File: src/rtl/z80_bus_pkg.sv
// Shared state type and default constants for the Z80 bus bridge.
package z80_bus_pkg;

    typedef enum logic [1:0] {
        IDLE,
        REQ,
        HOLD
    } bus_state_e;

    localparam int unsigned DEFAULT_TIMEOUT     = 16;
    localparam logic [7:0]  DEFAULT_IACK_VECTOR = 8'hFF;
    localparam logic [7:0]  TIMEOUT_RDATA       = 8'hFF;

endpackage

File: src/rtl/z80_bus_bridge.sv
// Bridges Z80 memory/I-O bus cycles onto a simple req/ack target port,
// stretching the core with nWAIT until the target answers or times out.
module z80_bus_bridge
    import z80_bus_pkg::*;
#(
    parameter int unsigned TIMEOUT     = DEFAULT_TIMEOUT,
    parameter logic [7:0]  IACK_VECTOR = DEFAULT_IACK_VECTOR
) (
    input  logic        CLK,
    input  logic        nRESET,
    input  logic        nMREQ,
    input  logic        nIORQ,
    input  logic        nRD,
    input  logic        nWR,
    input  logic        nM1,
    input  logic        nRFSH,
    input  logic [15:0] A,
    input  logic [7:0]  WRITE_D,
    output logic [7:0]  READ_D,
    output logic        nWAIT,
    output logic        req,
    output logic        req_we,
    output logic        req_io,
    output logic [15:0] req_addr,
    output logic [7:0]  req_wdata,
    input  logic        ack,
    input  logic [7:0]  ack_rdata,
    output logic        err
);

    localparam logic [7:0] CNT_LAST = 8'(TIMEOUT - 1);

    bus_state_e  state_q, state_d;
    logic [7:0]  cnt_q, cnt_d;
    logic        req_q, req_d;
    logic        we_q, we_d;
    logic        io_q, io_d;
    logic [15:0] addr_q, addr_d;
    logic [7:0]  wdata_q, wdata_d;
    logic [7:0]  rdata_q, rdata_d;
    logic        err_q, err_d;
    logic        orphan_q, orphan_d;
    logic        iack, start, core_idle, wait_n;

    assign iack      = !nM1 && !nIORQ;
    assign start     = (!nMREQ || !nIORQ) && (!nRD || !nWR) && nRFSH && !iack;
    assign core_idle = nRD && nWR && nMREQ && nIORQ;

    always_comb begin
        state_d  = state_q;
        cnt_d    = cnt_q;
        req_d    = req_q;
        we_d     = we_q;
        io_d     = io_q;
        addr_d   = addr_q;
        wdata_d  = wdata_q;
        rdata_d  = rdata_q;
        orphan_d = orphan_q;
        err_d    = 1'b0;
        wait_n   = 1'b1;
        case (state_q)
            IDLE: begin
                if (start) begin
                    wait_n   = 1'b0;
                    state_d  = REQ;
                    req_d    = 1'b1;
                    we_d     = !nWR;
                    io_d     = !nIORQ;
                    addr_d   = A;
                    wdata_d  = WRITE_D;
                    cnt_d    = '0;
                    orphan_d = 1'b0;
                end else if (iack) begin
                    rdata_d = IACK_VECTOR;
                end
            end
            REQ: begin
                wait_n = 1'b0;
                cnt_d  = cnt_q + 8'd1;
                // Core walked away mid-transaction; finish with the target, then flag it.
                if (nRD && nWR) orphan_d = 1'b1;
                if (ack) begin
                    req_d   = 1'b0;
                    state_d = HOLD;
                    if (!we_q) rdata_d = ack_rdata;
                    err_d   = orphan_q || (nRD && nWR);
                end else if (cnt_q == CNT_LAST) begin
                    req_d   = 1'b0;
                    rdata_d = TIMEOUT_RDATA;
                    err_d   = 1'b1;
                    state_d = HOLD;
                end
            end
            HOLD: begin
                if (core_idle) state_d = IDLE;
            end
            default: state_d = IDLE;
        endcase
    end

    always_ff @(posedge CLK or negedge nRESET) begin
        if (!nRESET) begin
            state_q  <= IDLE;
            cnt_q    <= '0;
            req_q    <= 1'b0;
            we_q     <= 1'b0;
            io_q     <= 1'b0;
            addr_q   <= '0;
            wdata_q  <= '0;
            rdata_q  <= 8'hFF;
            err_q    <= 1'b0;
            orphan_q <= 1'b0;
        end else begin
            state_q  <= state_d;
            cnt_q    <= cnt_d;
            req_q    <= req_d;
            we_q     <= we_d;
            io_q     <= io_d;
            addr_q   <= addr_d;
            wdata_q  <= wdata_d;
            rdata_q  <= rdata_d;
            err_q    <= err_d;
            orphan_q <= orphan_d;
        end
    end

    // The start-cycle wait is combinational, so mask it while reset is held.
    assign nWAIT     = wait_n | !nRESET;
    assign req       = req_q;
    assign req_we    = we_q;
    assign req_io    = io_q;
    assign req_addr  = addr_q;
    assign req_wdata = wdata_q;
    assign READ_D    = rdata_q;
    assign err       = err_q;

endmodule

File: config.mk
export PLATFORM = sky130hd
export DESIGN_NAME = z80_bus_bridge
export DESIGN_NICKNAME = d
export VERILOG_FILES = /design/src/rtl/z80_bus_pkg.sv /design/src/rtl/z80_bus_bridge.sv
export SDC_FILE = /design/constraint.sdc
export NUM_CORES = 1
export LEC_CHECK = 0
export BUFFER_PORTS_ARGS = -buffer_cell sky130_fd_sc_hd__buf_2
export CAP_MARGIN = 20
export CORE_MARGIN = 5
export CORE_UTILIZATION = 36
export DETAILED_ROUTE_END_ITERATION = 10
export GPL_TIMING_DRIVEN = 1
export REMOVE_ABC_BUFFERS = 1
export SLEW_MARGIN = 20
export SYNTH_ARGS = -nofsm -noshare
export SYNTH_HDL_FRONTEND = slang
export SYNTH_SLANG_ARGS = --single-unit
File: constraint.sdc
create_clock -name CLK -period 1.4 [get_ports CLK]
set_input_delay 0.21 -clock CLK [delete_from_list [all_inputs] [get_ports CLK]]
set_output_delay 0.21 -clock CLK [all_outputs]
set_load 0.005 [all_outputs]
# Word-level counts from Yosys, hierarchy flattened

Index checks and enable logic that the tools add are counted.

Memory bits (writable): 0
Word-level logic and storage cells: 72
Latch bits: 0
Memories: 0
Output and inout port bits: 37
Register bits after elaboration: 47
ROM bits: 0

Shift operators: 0
Reductions and logical operators: 25
Muxes and demuxes: 25
Div/mod/pow operators: 0
Multipliers: 0
Magnitude comparators: 0
Equality and inequality tests: 10
Add/sub/neg operators: 1
Bitwise gates (word level): 1

Operator list:

| kind                  | number |
|---|---|
| $mux W8               | 6 |
| $pmux W8 S2           | 2 |
| $ne A2 B2 Y1 const B  | 5 |
| $mux W1               | 9 |
| $reduce_and A3 Y1     | 3 |
| $add A8 B1 Y8 const B | 1 |
| $eq A8 B4 Y1 const B  | 1 |
| $mux W2               | 4 |
| $logic_and A1 B1 Y1   | 7 |
| $logic_not A1 Y1      | 7 |
| $ne A3 B3 Y1 const B  | 2 |
| $pmux W1 S2           | 3 |
| $pmux W2 S3           | 1 |
| $reduce_and A5 Y1     | 1 |
| $reduce_and A2 Y1     | 2 |
| $logic_or A1 B1 Y1    | 3 |
| $eq A2 B1 Y1 const B  | 1 |
| $eq A2 B2 Y1 const B  | 1 |
| $logic_not A2 Y1      | 1 |
| $reduce_bool A2 Y1    | 1 |
| $or A1 B1 Y1          | 1 |

# Depth between registers and ports, before layout

Depth after elaboration: 8
Mapped depth: 6
Gate-level depth less buffers: 5

# Least setup slack after synthesis

OpenSTA, ideal clock, no wires.

Path type: reg-to-reg
Start point: reg cnt_q[0]
End point: reg rdata_q[0] (netlist: READ_D[0])
Data required time: 1,342 ps
Arrival time: 1,392 ps
Setup slack: -50 ps
Stages on the path, launching flop included: 6
Path through: dfrtp_1 ha_1 and3_1 a21oi_2 a211oi_4 o22a_2

Word-level cells in the longest chain between the ends: 3

Ends and longest elaborated chain:

| item                               | line                  | source |
|---|---|---|
| start, declared                    | z80_bus_bridge.sv:34  | `logic [7:0] cnt_q, cnt_d;` |
| start signal, assigned             | z80_bus_bridge.sv:115 | `cnt_q <= cnt_d;` |
| $eq A8 B4 Y1                       | z80_bus_bridge.sv:87  | `end else if (cnt_q == CNT_LAST) begin` |
| $ne A3 B3 Y1 (no source line)      | -                     |  |
| $reduce_and A5 Y1 (no source line) | -                     |  |
| end signal, assigned               | z80_bus_bridge.sv:121 | `rdata_q <= rdata_d;` |
| end, declared                      | z80_bus_bridge.sv:40  | `logic [7:0] rdata_q, rdata_d;` |

No other way between the ends.
A chain may end at the register's enable or synchronous reset.

# Worst setup path in the final report

Start point: reg cnt_q[5]
End point: reg rdata_q[1] (netlist: READ_D[1])

The elaborated chain is that of the path after synthesis.

==> impl_metrics.ini <==
[placement]
hpwl_um = 3390
place_ws_ns = -0.123
port_buffers = 77
gp_congestion = 0.751
dpl-instance-area_um2 = 2590

[synthesis]
synth_area_leader_cell = dfrtp_1
ys_async_sr_fraction_pct = 100
synth.area.top_cells = dfrtp_1 (50%), mux2_2 (13%), dfstp_2 (11%)
yosysMostFrequentCell = dfrtp_1
ys_warn_count = 0
synth-seq-area-share_pct = 60.4
syn_inst = 144
synth_area_um2 = 1960
synth_edf_count = 0
synth_cell_types = 33
postSynth.topFlopCell = dfrtp_1
yosys.area.top_type_share_pct = 49.7
syn_avg_cell_area_um2 = 13.6
synthTopCellsByCount = dfrtp_1 (39), mux2_2 (22), nand2_1 (11)
synth-seq-cells = 47

[drt]
drtIter0Drc = 33
ant_nets = 0
wl_um = 4570
wl_per_cell_um = 14.1
viasPerCell = 4.70
num_vias = 1523
drc = 0
dr.pass1.iters = 4

[pwr]
ir_drop_mv = 1.01
power_mw = 5.13
pwr_density_cell_nw_per_um2 = 1840
leakage_nw = 1.32

[critical_path]
end_kind = flip-flop
crit_buf_inv = 1
cpLargestDelayFamily = compound AO/OA/AOI/OAI gates
crit_path_start_kind = flip-flop
crit_slowest_cell = dfrtp_1
crit_arrival_ns = 1.73
max_stage_delay_ns = 0.41
worstPathMaxFanout = 4
crit_chain = nor4_4 > a21oi_4 > a211oi_4 > buf_4 > o22a_2
cp.required_ns = 1.64
worstSetupPathType = reg -> reg

[sta]
report.final.slew_viol_count = 0
setup_slack_ns = -0.0931
rsz0062_at_grt = true
finClkSkew_ns = 0.00844
min_period_over_period_pct = 107
fmax_mhz = 670
fin_setup_tns_ns = -0.733
setup_viol = 9
worstMarginPinSlew_ns = 0.573
fin_crit_ns = 1.49
hold_viol = 0
slew_headroom_pct = 61.8

[global_route]
grt_pass1_vias = 1694
grt_max_degree = 48
grtUsageTotal_pct = 14.0
antenna_found_initial = 0
grt_remaining_overflow = 0
grt_pass1_wl_um = 7940

[die]
die_w_um = 83.8
io_pins = 78
start_util_pct = 37.7
fp.dieH_um = 83.8
core_area_um2 = 5200
die_area_um2 = 7030
row_count = 26

[hold_path]
hold_path_class = in -> async

[clock_tree]
clock_latency_ns = 0.30
cts_max_level = 2
cts_tree = done
cts_buffers = 5
clockBufferDepth = 2
root_buffer = clkbuf_8
numClockSinks = 47
clkTransAtPathRegs_ns = 0.09

[cells_and_area]
fin_nets = 295
drive_gt1_share_pct = 66.1
seq_area_um2 = 1190
fin_util_pct = 53.6
multi_input_area_um2 = 781
n_fill_cell = 477
n_antenna_cell = 0
syn_to_final_growth_pct = 42.1
fin_area_um2 = 2790

[flow_run]
cap_viol_max_count = 0

[run_status]
status = complete, but fails checks
failed_checks = negative setup slack
-- power by group --
group          internal [mW]  switching (mW)  total, mW
clock                  0.349           0.439      0.789
combinational           1.19           0.840       2.03
sequential              2.00           0.307       2.31
-- layout make-up --
cell class / count / area share, %
Inverter: 3 / 0.493
Clock inverter: 2 / 0.449
Tap cell: 70 / 3.14
Clock buffer: 6 / 2.60
Timing Repair Buffer: 106 / 22.8
Sequential cell: 47 / 42.5
Multi-Input combinational cell: 90 / 28.0
-- registers in the layout, summed over array words and instances, names as in the netlist --
register,cells
req_addr,16
req_io,1
orphan_q,1
READ_D,8
cnt_q,8
err,1
state_q,2
req_wdata,8
req,1
req_we,1
-- final timing paths --
check	end	from	slack (ns)	depth (start not counted)
max in group asynchronous	READ_D[5]$_DFFE_PN1P_	nRESET	0.99	2
setup / recovery	READ_D[1]$_DFFE_PN1P_	cnt_q[5]$_DFFE_PN0P_	-0.09	5
hold / removal	req_addr[0]$_DFFE_PN0P_	nRESET	0.03	2
setup reg to reg	READ_D[1]$_DFFE_PN1P_	cnt_q[5]$_DFFE_PN0P_	-0.09	5
hold reg to reg	req_io$_DFFE_PN0P_	req_io$_DFFE_PN0P_	0.49	2
min in group CLK	req_addr[15]$_DFFE_PN0P_	A[15]	0.12	2
-- layer usage --
layer / up-vias / share of wire (%) / global-route usage [%]
met3: 8 / 11 / 7.31
met5: - / 0 / 0
met1: 716 / 44 / 16.9
met2: 63 / 43 / 21.6
met4: 0 / 1.5 / 4.39
li1: 736 / - / -
-- stage by stage --
step | instances | hold WS (ns)
detailed placement | 310 | 0.379
global route | 324 | 0.0798
finish | 324 | 0.0260
global placement | 310 | 0.389
floorplan | 140 | -0.0856
CTS | 324 | 0.0479
-- repair_timing --
item	4_1_cts	5_1_grt
hold buffers	0	0
endpoints found under the setup margin	11	15
pin swaps	7	4
gates resized for setup	11	10
buffers inserted	7	1
-- placed cells by master, fill, tap and decap left out, types with 2 or more instances in the layout --
| cell type | Yosys | routed |
|---|---|---|
| buf_2 | 1 | 75 |
| dfrtp_1 | 39 | 39 |
| buf_4 | 1 | 26 |
| mux2_2 | 22 | 22 |
| nand2_1 | 11 | 10 |
| dfstp_2 | 8 | 8 |
| o21ai_0 | 9 | 7 |
| o22a_2 | 7 | 7 |
| a21oi_1 | 7 | 6 |
| nand3_1 | 5 | 5 |
| clkbuf_8 | 0 | 5 |
| buf_6 | 2 | 4 |
| o21a_1 | 3 | 3 |
| a21oi_4 | 0 | 2 |
| inv_1 | 3 | 2 |
| nor2_2 | 0 | 2 |
| mux2i_1 | 2 | 2 |
| nand4_1 | 2 | 2 |
-- kinds of logic (layout without fill, tap and decap cells) --
logic type / Yosys count / after routing / share of synthesized area (%)
adder cells (fa/ha/maj): 1 / 1 / 0.637
AO/OA/AOI/OAI: 33 / 33 / 13.2
flip-flops: 47 / 47 / 60.4
buffers and inverters: 7 / 117 / 2.36
multiplexers: 26 / 26 / 14.8
AND/OR/NAND/NOR: 30 / 30 / 8.60
-- worst register-to-register path, cell delays in order (launching register included) --
cell	delay (ns)
dfrtp_1	0.41
nor4_4	0.39
a21oi_4	0.11
a211oi_4	0.23
buf_4	0.17
o22a_2	0.13
Power figures use the tool's default switching activity.
